### src/rtl/adder_arbiter.sv
// Round-robin arbiter that shares one external (WIDTH+1)-bit adder between two
// requesters and returns each captured sum over a 4-phase req/ack handshake.
module adder_arbiter #(
   parameter int WIDTH = 4
) (
   input  logic             clk,
   input  logic             rst_n,
   input  logic             req0,
   input  logic [WIDTH-1:0] a0,
   input  logic [WIDTH-1:0] b0,
   output logic             ack0,
   input  logic             req1,
   input  logic [WIDTH-1:0] a1,
   input  logic [WIDTH-1:0] b1,
   output logic             ack1,
   output logic [WIDTH-1:0] add_a,
   output logic [WIDTH-1:0] add_b,
   input  logic [WIDTH:0]   add_sum,
   output logic [WIDTH:0]   result,
   output logic             result_id,
   output logic             result_valid,
   output logic             busy,
   output logic [WIDTH:0]   led,
   output logic [1:0]       dbg_state
);

   // Handshake: reqN is a level held (operands stable) until ackN is seen;
   // ackN rises together with result_valid and falls on the edge after reqN is low.
   typedef enum logic [1:0] {
      IDLE    = 2'd0,
      EXEC    = 2'd1,
      CAPTURE = 2'd2,
      RELEASE = 2'd3
   } state_t;

   state_t state;
   logic   grant;
   logic   last_grant;
   logic   pick;
   logic   grant_req;

   // Under contention the requester that was not served last wins.
   always_comb begin
      pick      = (req0 && req1) ? ~last_grant : req1;
      grant_req = grant ? req1 : req0;
   end

   always_ff @(posedge clk or negedge rst_n) begin
      if (!rst_n) begin
         state        <= IDLE;
         ack0         <= 1'b0;
         ack1         <= 1'b0;
         result_valid <= 1'b0;
         add_a        <= '0;
         add_b        <= '0;
         result       <= '0;
         led          <= '0;
         result_id    <= 1'b0;
         grant        <= 1'b0;
         last_grant   <= 1'b1;
      end else begin
         result_valid <= 1'b0;
         case (state)
            IDLE: begin
               if (req0 || req1) begin
                  add_a      <= pick ? a1 : a0;
                  add_b      <= pick ? b1 : b0;
                  grant      <= pick;
                  last_grant <= pick;
                  state      <= EXEC;
               end
            end
            EXEC: begin
               state <= CAPTURE;
            end
            CAPTURE: begin
               result       <= add_sum;
               led          <= add_sum;
               result_id    <= grant;
               result_valid <= 1'b1;
               if (grant) ack1 <= 1'b1;
               else       ack0 <= 1'b1;
               state        <= RELEASE;
            end
            RELEASE: begin
               if (!grant_req) begin
                  ack0  <= 1'b0;
                  ack1  <= 1'b0;
                  state <= IDLE;
               end
            end
            default: begin
               state <= IDLE;
            end
         endcase
      end
   end

   assign busy      = (state != IDLE);
   assign dbg_state = state;

endmodule
### config.mk
export PLATFORM = sky130hd
export DESIGN_NAME = adder_arbiter
export DESIGN_NICKNAME = d
export VERILOG_FILES = /design/src/rtl/adder_arbiter.sv
export SDC_FILE = /design/constraint.sdc
export NUM_CORES = 1
export LEC_CHECK = 0
export BUFFER_PORTS_ARGS = -buffer_cell sky130_fd_sc_hd__buf_4
export CORE_ASPECT_RATIO = 0.5
export CORE_MARGIN = 2
export CORE_UTILIZATION = 25
export DETAILED_ROUTE_END_ITERATION = 8
export MAX_ROUTING_LAYER = met4
export SYNTH_ARGS = -nofsm -noshare
export SYNTH_HDL_FRONTEND = slang
export SYNTH_SLANG_ARGS = --single-unit
### constraint.sdc
create_clock -name clk -period 1.32 [get_ports clk]
set_input_delay 0.066 -clock clk [delete_from_list [all_inputs] [get_ports clk]]
set_output_delay 0.066 -clock clk [all_outputs]
set_load 0.005 [all_outputs]
==> flow_summary.json, run 1 <==
{
  "cts.sinks": 21,
  "critPathCaptureType": "flip-flop",
  "critPathMaxFanout": 3,
  "hold_fails_final_rpt": 0,
  "io_buffer_count": 49,
  "synth.net_count": 121,
  "wire_per_inst_um": 11.5,
  "fillCellCount": 398,
  "first_pass_iters": 2,
  "finalPower_w": 0.00359,
  "wire_length_of_the_first_global_routing_pass_um": 3770,
  "worst_r2r_endpoint": "dbg_state[1]$_DFFE_PN0P_",
  "globalplace.congestion": 0.705,
  "initial_cell_density_of_the_core_pct": 26.5,
  "finish.instance_area_um2": 1620,
  "cts_buffers": 3,
  "postPlaceCellArea_um2": 1510,
  "min_period_ns": 1.31,
  "run_status": "finished clean",
  "finalCoreUtilization_pct": 40.9,
  "yosysSeqAreaShare_pct": 50.1,
  "ir_drop_mv": 0.604,
  "worst-r2r-cell-count": 3,
  "globalRoute.totalOverflow": 0,
  "fin_worst_skew_ns": 0.00645,
  "timing.slew.headroom_pct": 74.3,
  "grt_setup_unrepaired": "true",
  "report.final.slew_viol_count": 0,
  "final_stage_net_count": 176,
  "mappedNetlistArea_um2": 1050,
  "cts.path.max_buffers": 2,
  "timing.final.crit_share_pct": 99.4,
  "detailedRoute.firstIterationViolations": 15,
  "grt_antenna_before_repair": 0,
  "drcViolationCount": 0,
  "leakage_nw": 0.811,
  "maximum_clock_frequency_mhz": 763,
  "cts.htree.levels": 1,
  "detail_route.vias_per_cell": 4.30,
  "io_pins": 50,
  "crit_path_end": "dbg_state[1]$_DFFE_PN0P_",
  "hold_ws_ns": 0.0298,
  "finalWorstSetupSlack_ns": 0.00857,
  "yosys.cell_types.count": 23,
  "worst_ep_arrival_time_ns": 1.46,
  "clk_pin_slew_worst_paths_ns": 0.08,
  "route.antenna.remaining_nets": 0,
  "crit_required_ns": 1.46,
  "drt-total-wl_um": 2280,
  "yosys_warnings": 0,
  "cts_tree": "done",
  "die-width_um": 95.7,
  "total_die_area_um2": 4770,
  "power-per-cell-area_nw_per_um2": 2210,
  "chipHeight_um": 49.9,
  "holdCritPathClass": "primary input to flip-flop",
  "syn_to_layout_area_delta_pct": 54.4,
  "syn_avg_cell_area_um2": 11.5,
  "ctsRootBufferMaster": "sky130_fd_sc_hd__clkbuf_8",
  "grt.total_usage_pct": 10.5,
  "drv_cap": 0,
  "timing.rr.start": "grant$_DFFE_PN0P_",
  "timing_worst_slew_pin_value_ns": 0.385,
  "dr_total_vias": 855,
  "worst-r2r-setup-slack_ns": 0.009,
  "antenna_cells_inserted": 0,
  "total_number_of_placement_rows": 16,
  "first_global_vias": 843,
  "post-dp-hpwl_um": 1700,
  "ys_ff_latch": 21,
  "timing.critical_path.from_type": "flip-flop",
  "synthCells": 91,
  "grt_start_max_net_pins": 22,
  "cp-startpoint": "grant$_DFFE_PN0P_",
  "dpl_worst_slack_ns": -0.0257,
  "clk_latency_ns": 0.26,
  "core_area_um2": 3960,
  "crit_type": "flip-flop to flip-flop",
  "finalSetupViolations": 0,
  "drive_gt1_share_pct": 57.2
}
flip-flops by register name, indices dropped and copies added (netlist names):
register / cells
add_a: 4
grant: 1
ack1: 1
result_valid: 1
result_id: 1
ack0: 1
last_grant: 1
led: 5
add_b: 4
dbg_state: 2
layout by cell type (no fill, tap or decap), drive strengths merged:
master and n:
or3b 1, a22oi 1, a21oi 3, dfstp 1, a21bo 1, clkbuf 4
nand2 9, a31oi 1, dfrtp 20, mux2 8, nand3b 1, a221oi 1
a211oi 1, dlygate4sd3 1, inv 5, ha 5, nor2 3, o21ai 12
buf 58, mux2i 9
critical path, stage by stage (launching register included):
cell and delay, ns:
sky130_fd_sc_hd__dfrtp_1 0.41, sky130_fd_sc_hd__mux2_4 0.32, sky130_fd_sc_hd__a22oi_4 0.14, sky130_fd_sc_hd__mux2_4 0.31
synthesized netlist by cell type:
| master | number | area [um^2] |
|---|---|---|
| sky130_fd_sc_hd__a211oi_1 | 1 | 7.51 |
| sky130_fd_sc_hd__a21bo_2 | 1 | 10.0 |
| sky130_fd_sc_hd__a21oi_1 | 3 | 15.0 |
| sky130_fd_sc_hd__a221oi_1 | 1 | 8.76 |
| sky130_fd_sc_hd__a22oi_4 | 1 | 21.3 |
| sky130_fd_sc_hd__a31oi_1 | 1 | 6.26 |
| sky130_fd_sc_hd__buf_2 | 1 | 5.00 |
| sky130_fd_sc_hd__buf_4 | 6 | 45.0 |
| sky130_fd_sc_hd__buf_6 | 1 | 11.3 |
| sky130_fd_sc_hd__clkbuf_1 | 1 | 3.75 |
| sky130_fd_sc_hd__dfrtp_1 | 20 | 500 |
| sky130_fd_sc_hd__dfstp_2 | 1 | 26.3 |
| sky130_fd_sc_hd__ha_1 | 5 | 62.6 |
| sky130_fd_sc_hd__inv_1 | 5 | 18.8 |
| sky130_fd_sc_hd__mux2_2 | 6 | 67.6 |
| sky130_fd_sc_hd__mux2_4 | 2 | 30.0 |
| sky130_fd_sc_hd__mux2i_1 | 9 | 90.1 |
| sky130_fd_sc_hd__nand2_1 | 9 | 33.8 |
| sky130_fd_sc_hd__nand3b_1 | 1 | 7.51 |
| sky130_fd_sc_hd__nor2_1 | 3 | 11.3 |
| sky130_fd_sc_hd__o21ai_0 | 11 | 55.1 |
| sky130_fd_sc_hd__o21ai_1 | 1 | 5.00 |
| sky130_fd_sc_hd__or3b_2 | 1 | 8.76 |
area by class of cell:
| type | instances | area [um^2] | share of cell area, % |
|---|---|---|---|
| multi-input cells | 56 | 498 | 30.7 |
| flip-flops and latches | 21 | 528 | 32.5 |
| well taps | 54 | 67.6 | 4.16 |
| clock buffers | 4 | 45.0 | 2.78 |
| repair buffers | 59 | 465 | 28.7 |
| inverters | 5 | 18.8 | 1.16 |
what timing repair did:
action,4_1_cts,5_1_grt
buffers inserted,0,1
hold buffers,1,0
endpoints found under the hold margin,21,0
pin swaps,2,1
gates resized for setup,5,6
setup endpoints to repair,6,14
stage by stage:
step	cells	setup TNS [ns]
final	199	0
after global routing	199	-0.175
after CTS	198	-0.0185
after detailed placement	193	-0.0347
after global placement	193	-0.0125
after floorplan	91	-0.0546
routing by layer:
| layer | vias to the layer above | part of all wire, % | global-route usage, % |
|---|---|---|---|
| met2 | 19 | 50 | 17.6 |
| met5 | - | 0 | - |
| li1 | 413 | - | - |
| met4 | 0 | 0.92 | 2.86 |
| met1 | 418 | 45 | 12.4 |
| met3 | 5 | 4.3 | 2.91 |
report_power, final:
part	switching, W	leakage [nW]	internal, W
Clock	0.000207	0.0228	0.000215
Sequential	0.000229	0.254	0.000973
Combinational	0.000757	0.534	0.00121
cells by family after synthesis:
kind of cell,after synthesis,share of synthesized area (%)
AND/OR/NAND/NOR,14,5.83
flip-flops,21,50.1
multiplexers,17,17.9
buffers and inverters,14,7.98
adder cells (fa/ha/maj),5,5.95
AO/OA/AOI/OAI,20,12.3
worst min-delay path by stage:
stage | to | depth (start not counted) | from
floorplan | ack0$_DFFE_PN0P_ | 0 | rst_n
global placement | dbg_state[0]$_DFFE_PN0P_ | 1 | rst_n
detailed placement | ack1$_DFFE_PN0P_ | 1 | rst_n
CTS | last_grant$_DFFE_PN1P_ | 2 | req0
global route | led[3]$_DFFE_PN0N_ | 2 | add_sum[3]
finish | led[1]$_DFFE_PN0N_ | 2 | add_sum[1]
Note: power is estimated with default switching activity, not from simulation.
==> inputs of run 2 (changes only) <==
Settings changed: RECOVER_POWER from default to 25.
==> run 2 against run 1 <==
Against the previous run:
- first-iteration DRC count stayed put
- setup slack did not move
- sequential cell count unchanged
- critical path depth stayed put
- wire length unchanged
- die area unchanged
- cell area down 0.15%
- fmax unchanged
- global-route usage did not move
- critical endpoint unchanged
- largest cell class unchanged
- largest power group unchanged
==> flow_summary.json, run 2 (same netlist as run 1, synthesis figures left out) <==
{
  "ir_drop_mv": 0.604,
  "cell_breakdown_of_the_critical_path": "mux2_4 -> a22oi_4 -> mux2_4",
  "clk_latency_ns": 0.26,
  "globalplace.congestion": 0.705,
  "sequential_share_of_power_pct": 33.5,
  "drv_cap": 0,
  "timing.critical_path.from_type": "flip-flop",
  "grt_start_max_net_pins": 22,
  "wire_length_of_the_first_global_routing_pass_um": 3770,
  "io_buffer_count": 49,
  "grt.total_usage_pct": 10.5,
  "share_clk_of_total_power_pct": 11.8,
  "initial_cell_density_of_the_core_pct": 26.5,
  "worst_ep_arrival_time_ns": 1.46,
  "first_pass_iters": 2,
  "io_pins": 50,
  "core_area_um2": 3960,
  "run_status": "finished clean",
  "critPathMaxFanout": 3,
  "fillCellCount": 399,
  "max_ffs_per_register": 5,
  "cts.sinks": 21,
  "drcViolationCount": 0,
  "timing.final.crit_share_pct": 99.4,
  "finalSetupViolations": 0,
  "first_global_vias": 843,
  "holdCritPathClass": "primary input to flip-flop",
  "worst_path_largest_cell_delay_ns": 0.41,
  "die-width_um": 95.7,
  "netSwitchingFraction_pct": 33.3,
  "antenna_cells_inserted": 0,
  "hold_ws_ns": 0.0298,
  "clk_pin_slew_worst_paths_ns": 0.08,
  "cts.htree.levels": 1,
  "drive_gt1_share_pct": 57.2,
  "finish.instance_area_um2": 1620,
  "timing_worst_slew_pin_value_ns": 0.534,
  "reg_top3": "led x5, add_a x4, add_b x4",
  "postPlaceCellArea_um2": 1510,
  "leakage_nw": 0.811,
  "wire_per_inst_um": 11.5,
  "maximum_clock_frequency_mhz": 763,
  "regMostFlops": "led",
  "hold_fails_final_rpt": 0,
  "globalRoute.totalOverflow": 0,
  "timing.slew.headroom_pct": 64.4,
  "min_period_ns": 1.31,
  "pwr-share-comb_pct": 54.7,
  "total_number_of_placement_rows": 16,
  "worstPathBufferInverterCount": 0,
  "cts_tree": "done",
  "final_stage_net_count": 176,
  "dpl_worst_slack_ns": -0.0257,
  "detail_route.vias_per_cell": 4.30,
  "grt_antenna_before_repair": 0,
  "cts.path.max_buffers": 2,
  "grt_setup_unrepaired": "true",
  "detailedRoute.firstIterationViolations": 15,
  "finalCoreUtilization_pct": 40.9,
  "chipHeight_um": 49.9,
  "total_die_area_um2": 4770,
  "multi_input_comb_area_um2": 498,
  "post-dp-hpwl_um": 1700,
  "report.final.slew_viol_count": 0,
  "finalWorstSetupSlack_ns": 0.00857,
  "most-common-layout-cells": "54 x sky130_fd_sc_hd__buf_4, 19 x sky130_fd_sc_hd__dfrtp_1, 11 x sky130_fd_sc_hd__o21ai_0",
  "fin_cells": 199,
  "power-per-cell-area_nw_per_um2": 2210,
  "crit_path_top_delay_cell": "sky130_fd_sc_hd__dfrtp_1",
  "final-seq-area_um2": 528,
  "fin_worst_skew_ns": 0.00645,
  "crit_type": "flip-flop to flip-flop",
  "drt-total-wl_um": 2280,
  "critPathCaptureType": "flip-flop",
  "timing.critical_path.mode_cell": "sky130_fd_sc_hd__mux2_4",
  "route.antenna.remaining_nets": 0,
  "ctsRootBufferMaster": "sky130_fd_sc_hd__clkbuf_8",
  "dr_total_vias": 855,
  "cts_buffers": 3,
  "path_delay_family": "multiplexers",
  "crit_required_ns": 1.46,
  "layout.cells.most_common": "sky130_fd_sc_hd__buf_4",
  "p_sw_w": 0.00119,
  "place.detailed.instances": 193,
  "cell_internal_pwr_w": 0.00239,
  "syn_to_layout_area_delta_pct": 54.2
}
## run 2: cell count changes in the layout (fill, tap and decap cells not counted), sizes merged
cell,change
buf,-1
clkbuf,+1
## run 2: final timing paths
kind	from	end	slack [ns]	cells past startpoint
worst max-delay path	grant$_DFFE_PN0P_	dbg_state[1]$_DFFE_PN0P_	0.009	3
worst min-delay path	add_sum[1]	led[1]$_DFFE_PN0N_	0.03	2
worst max register to register	grant$_DFFE_PN0P_	dbg_state[1]$_DFFE_PN0P_	0.009	3
worst min register to register	add_a[2]$_DFFE_PN0P_	add_a[2]$_DFFE_PN0P_	0.49	2
max in group asynchronous	rst_n	dbg_state[1]$_DFFE_PN0P_	0.60	2
min in group asynchronous	rst_n	ack1$_DFFE_PN0P_	0.33	2
## run 2: cell type report
type / count / area share [%]
well taps: 54 / 4.17
flip-flops and latches: 21 / 32.6
repair buffers: 59 / 28.6
multi-input cells: 56 / 30.7
clock buffers: 4 / 2.78
inverters: 5 / 1.16
## run 2: power by group through the flow
stage | clock, W | combinational, W | sequential, W
6_report | 0.000422 | 0.00196 | 0.00120
5_1_grt | 0.000461 | 0.00217 | 0.00125
2_1_floorplan | 0 | 0.000978 | 0.00121
3_5_place_dp | 0 | 0.00183 | 0.00121
3_3_place_gp | 0 | 0.00181 | 0.00120
4_1_cts | 0.000438 | 0.00189 | 0.00121
## run 2: worst reg2reg max path, cell delays in order, from the launching register on
cell and delay (ns):
sky130_fd_sc_hd__dfrtp_1 0.41, sky130_fd_sc_hd__mux2_4 0.32, sky130_fd_sc_hd__a22oi_4 0.14, sky130_fd_sc_hd__mux2_4 0.31
## run 2: layer usage
metal / part of all wire, % / up-vias / global-route usage [%]
met5: 0 / - / -
met3: 4.3 / 5 / 2.91
li1: - / 413 / -
met1: 45 / 418 / 12.4
met2: 50 / 19 / 17.6
met4: 0.92 / 0 / 2.86
## run 2: stage by stage
| step | TNS, ns | power [W] |
|---|---|---|
| final | 0 | 0.00359 |
| after global routing | -0.175 | 0.00389 |
| after CTS | -0.0185 | 0.00354 |
| after detailed placement | -0.0347 | 0.00305 |
| after global placement | -0.0125 | 0.00301 |
| after floorplan | -0.0546 | 0.00219 |
## run 2: what timing repair did
action                                 in CTS  in global routing
hold buffers                                1                  0
resized for setup                           5                  6
endpoints found under the hold margin      21                  0
setup endpoints to repair                   6                 14
pin swaps                                   2                  1
setup buffers                               0                  1
gates cloned                                0                  0
==> inputs of run 3 (changes only) <==
Settings changed: ABC_AREA from default to 1, CTS_BUF_LIST from default to sky130_fd_sc_hd__clkbuf_4.
==> run 3 against run 2 <==
Against the previous run:
- wire length rose by 14%
- die area rose by 4.6%
- setup slack got worse by 0.0087 ns
- register-to-register slack barely moved
- synthesized cell count rose by 37%
- power fell by 1.3%
- highest routed layer unchanged
- the flow now finishes with violations (setup timing)
- global-route usage rose by 0.55 points
- non-clock buffer count rose by 5
- fmax fell by 0.66%
==> flow_summary.json, run 3 <==
{
  "synthCells": 125,
  "globalplace.congestion": 0.766,
  "run_status": "finished with violations",
  "synth_area_leaders": "sky130_fd_sc_hd__dfrtp_1 45%, sky130_fd_sc_hd__nand2_1 15%, sky130_fd_sc_hd__ha_1 5.7%, sky130_fd_sc_hd__nand3_1 5.4%, sky130_fd_sc_hd__mux2_2 5.1%",
  "finalCoreUtilization_pct": 41.4,
  "first_global_vias": 951,
  "asyncSetResetFlopFracSynth_pct": 100,
  "timing_worst_slew_pin_value_ns": 0.523,
  "regMostFlops": "led",
  "grt_antenna_before_repair": 0,
  "final-seq-area_um2": 527,
  "path_delay_family": "flip-flops",
  "crit_required_ns": 1.57,
  "timing.critical_path.depth": 7,
  "cp-startpoint": "dbg_state[1]$_DFFE_PN0P_",
  "critPathMaxFanout": 6,
  "yosys_warnings": 0,
  "grt.total_usage_pct": 11.0,
  "yosysSeqAreaShare_pct": 47.8,
  "max_ffs_per_register": 5,
  "worst_r2r_endpoint": "add_b[3]$_DFFE_PN0P_",
  "synth.net_count": 155,
  "antenna_cells_inserted": 0,
  "wire_per_inst_um": 10.8,
  "crit_path_end": "add_b[3]$_DFFE_PN0P_",
  "io_pins": 50,
  "fin_worst_skew_ns": 0.0108,
  "worst_ep_arrival_time_ns": 1.57,
  "grt_setup_unrepaired": "true",
  "core_area_um2": 4060,
  "detail_route.vias_per_cell": 4.28,
  "holdCritPathClass": "primary input to flip-flop",
  "finalPower_w": 0.00354,
  "mappedNetlistArea_um2": 1100,
  "drive_gt1_share_pct": 46.8,
  "power-per-cell-area_nw_per_um2": 2100,
  "chipHeight_um": 51.0,
  "min_period_ns": 1.32,
  "ctsRootBufferMaster": "sky130_fd_sc_hd__clkbuf_4",
  "timing.slew.headroom_pct": 65.1,
  "timing.rr.start": "dbg_state[1]$_DFFE_PN0P_",
  "dpl_worst_slack_ns": 0.0152,
  "worst_path_largest_cell_delay_ns": 0.45,
  "worstPathBufferInverterCount": 3,
  "total_number_of_placement_rows": 16,
  "first_pass_iters": 4,
  "cts_tree": "done",
  "drv_cap": 0,
  "ys_ff_latch": 21,
  "ir_drop_mv": 0.500,
  "die-width_um": 97.9,
  "hold_fails_final_rpt": 0,
  "critPathCaptureType": "flip-flop",
  "cell_breakdown_of_the_critical_path": "inv_2 -> ha_4 -> inv_2 -> a21oi_4 -> buf_4 -> nand3_1 -> nand2_1",
  "finalWorstSetupSlack_ns": -0.000115,
  "cts.sinks": 21,
  "cts.htree.levels": 1,
  "synthTopCellsByCount": "44 x sky130_fd_sc_hd__nand2_1, 20 x sky130_fd_sc_hd__dfrtp_1, 12 x sky130_fd_sc_hd__nand3_1, 10 x sky130_fd_sc_hd__inv_1",
  "grt_start_max_net_pins": 22,
  "final_stage_net_count": 217,
  "clk_pin_slew_worst_paths_ns": 0.12,
  "dr_total_vias": 1028,
  "synth_largest_area_cell": "sky130_fd_sc_hd__dfrtp_1",
  "route.antenna.remaining_nets": 0,
  "place.detailed.instances": 227,
  "synth_enable_flop_cells": 0,
  "fillCellCount": 414,
  "postSynth.topFlopCell": "sky130_fd_sc_hd__dfrtp_1",
  "cts_buffers": 3,
  "post-dp-hpwl_um": 1950,
  "cts.path.max_buffers": 2,
  "drt-total-wl_um": 2600,
  "globalRoute.totalOverflow": 0,
  "detailedRoute.firstIterationViolations": 26,
  "timing.critical_path.mode_cell": "sky130_fd_sc_hd__inv_2",
  "violations": "setup timing",
  "most-common-layout-cells": "54 x sky130_fd_sc_hd__buf_4, 43 x sky130_fd_sc_hd__nand2_1, 20 x sky130_fd_sc_hd__dfrtp_1",
  "finalSetupViolations": 1,
  "multi_input_comb_area_um2": 498,
  "timing.final.crit_share_pct": 100,
  "worst-r2r-setup-slack_ns": -0.0001,
  "io_buffer_count": 49,
  "reg_top3": "led x5, add_a x4, add_b x4",
  "wire_length_of_the_first_global_routing_pass_um": 4290,
  "timing.critical_path.from_type": "flip-flop",
  "maximum_clock_frequency_mhz": 758,
  "leakage_nw": 0.886,
  "clk_latency_ns": 0.31,
  "crit_path_top_delay_cell": "sky130_fd_sc_hd__dfrtp_1",
  "total_die_area_um2": 4990,
  "report.final.slew_viol_count": 0,
  "syn_avg_cell_area_um2": 8.82,
  "initial_cell_density_of_the_core_pct": 27.1,
  "worst-r2r-cell-count": 7,
  "syn_to_layout_area_delta_pct": 52.7,
  "layout.cells.most_common": "sky130_fd_sc_hd__buf_4",
  "post-synth-top-count-cell": "sky130_fd_sc_hd__nand2_1",
  "crit_type": "flip-flop to flip-flop",
  "fin_cells": 240,
  "netlist.area_leader.share_pct": 45.4,
  "yosys.cell_types.count": 21,
  "drcViolationCount": 0
}
-- run 3: cell count changes in the layout (fill, tap and decap cells not counted), moves of 5 or more --
cell	previous run	this run
sky130_fd_sc_hd__nand3b_1	1	6
sky130_fd_sc_hd__nand2_1	9	43
sky130_fd_sc_hd__inv_1	2	8
sky130_fd_sc_hd__o21ai_0	11	1
sky130_fd_sc_hd__dlygate4sd3_1	1	6
sky130_fd_sc_hd__nand3_1	0	11
sky130_fd_sc_hd__mux2i_1	9	0
-- run 3: layer usage --
metal | vias up | GRT usage, % | wire length (um)
met3 | 5 | 3.01 | 125
met5 | - | - | 0
li1 | 509 | - | -
met1 | 483 | 13.3 | 1230
met2 | 31 | 18.7 | 1230
met4 | 0 | 2.78 | 20
-- run 3: worst min-delay path, cell delays in order --
cell and delay [ns]:
sky130_fd_sc_hd__buf_4 0.08, sky130_fd_sc_hd__nand2_1 0.04, sky130_fd_sc_hd__nand2_1 0.05, sky130_fd_sc_hd__nand2_1 0.04, sky130_fd_sc_hd__nand2_1 0.05
-- run 3: cells by family (layout without fill, tap and decap cells) --
group                    Yosys count  count (layout)  share of synthesized area [%]
flip-flops                        21              21                           47.8
buffers and inverters             22              83                           9.87
multiplexers                       5               5                           5.11
AND/OR/NAND/NOR                   66              66                           27.1
AO/OA/AOI/OAI                      6               6                           4.43
adder cells (fa/ha/maj)            5               5                           5.68
-- run 3: power breakdown --
group	total, W	leakage (nW)	switching, W	internal (W)
Clock	0.000308	0.0177	0.000195	0.000113
Combinational	0.00202	0.617	0.000880	0.00114
Sequential	0.00121	0.251	0.000226	0.000987
Total	0.00354	0.886	0.00130	0.00224
-- run 3: worst min path at each step --
stage                     startpoint              endpoint  slack [ns]  depth (start not counted)
after CTS                      b0[1]  add_b[1]$_DFFE_PN0P_        0.02                          5
after global routing           b0[2]  add_b[2]$_DFFE_PN0P_        0.04                          5
after global placement         rst_n  add_a[3]$_DFFE_PN0P_       -0.03                          1
final                          b0[1]  add_b[1]$_DFFE_PN0P_        0.03                          5
after detailed placement       rst_n  add_a[2]$_DFFE_PN0P_       -0.04                          1
after floorplan                rst_n      ack0$_DFFE_PN0P_       -0.23                          0
-- run 3: cell type report --
type	instances	share of cell area, %
Timing Repair Buffer	64	30.0
Clock buffer	3	1.34
Tap cell	54	4.01
Clock inverter	1	0.297
Inverter	15	3.49
Multi-Input combinational cell	82	29.6
Sequential cell	21	31.3
-- run 3: what timing repair did --
item | in CTS | in global routing
pin swaps | 0 | 2
hold buffers | 6 | 0
gates resized for setup | 0 | 13
setup endpoints to repair | 4 | 20
endpoints found under the hold margin | 26 | 0
buffers inserted | 1 | 2
-- run 3: per-stage QoR --
step           setup TNS, ns  hold WS [ns]  cell area [um^2]
2_1_floorplan              0        -0.230              1100
3_3_place_gp               0       -0.0313              1530
3_5_place_dp               0       -0.0354              1530
4_1_cts              -0.0667        0.0232              1630
5_1_grt               -0.554        0.0373              1680
6_report           -0.000115        0.0332              1680
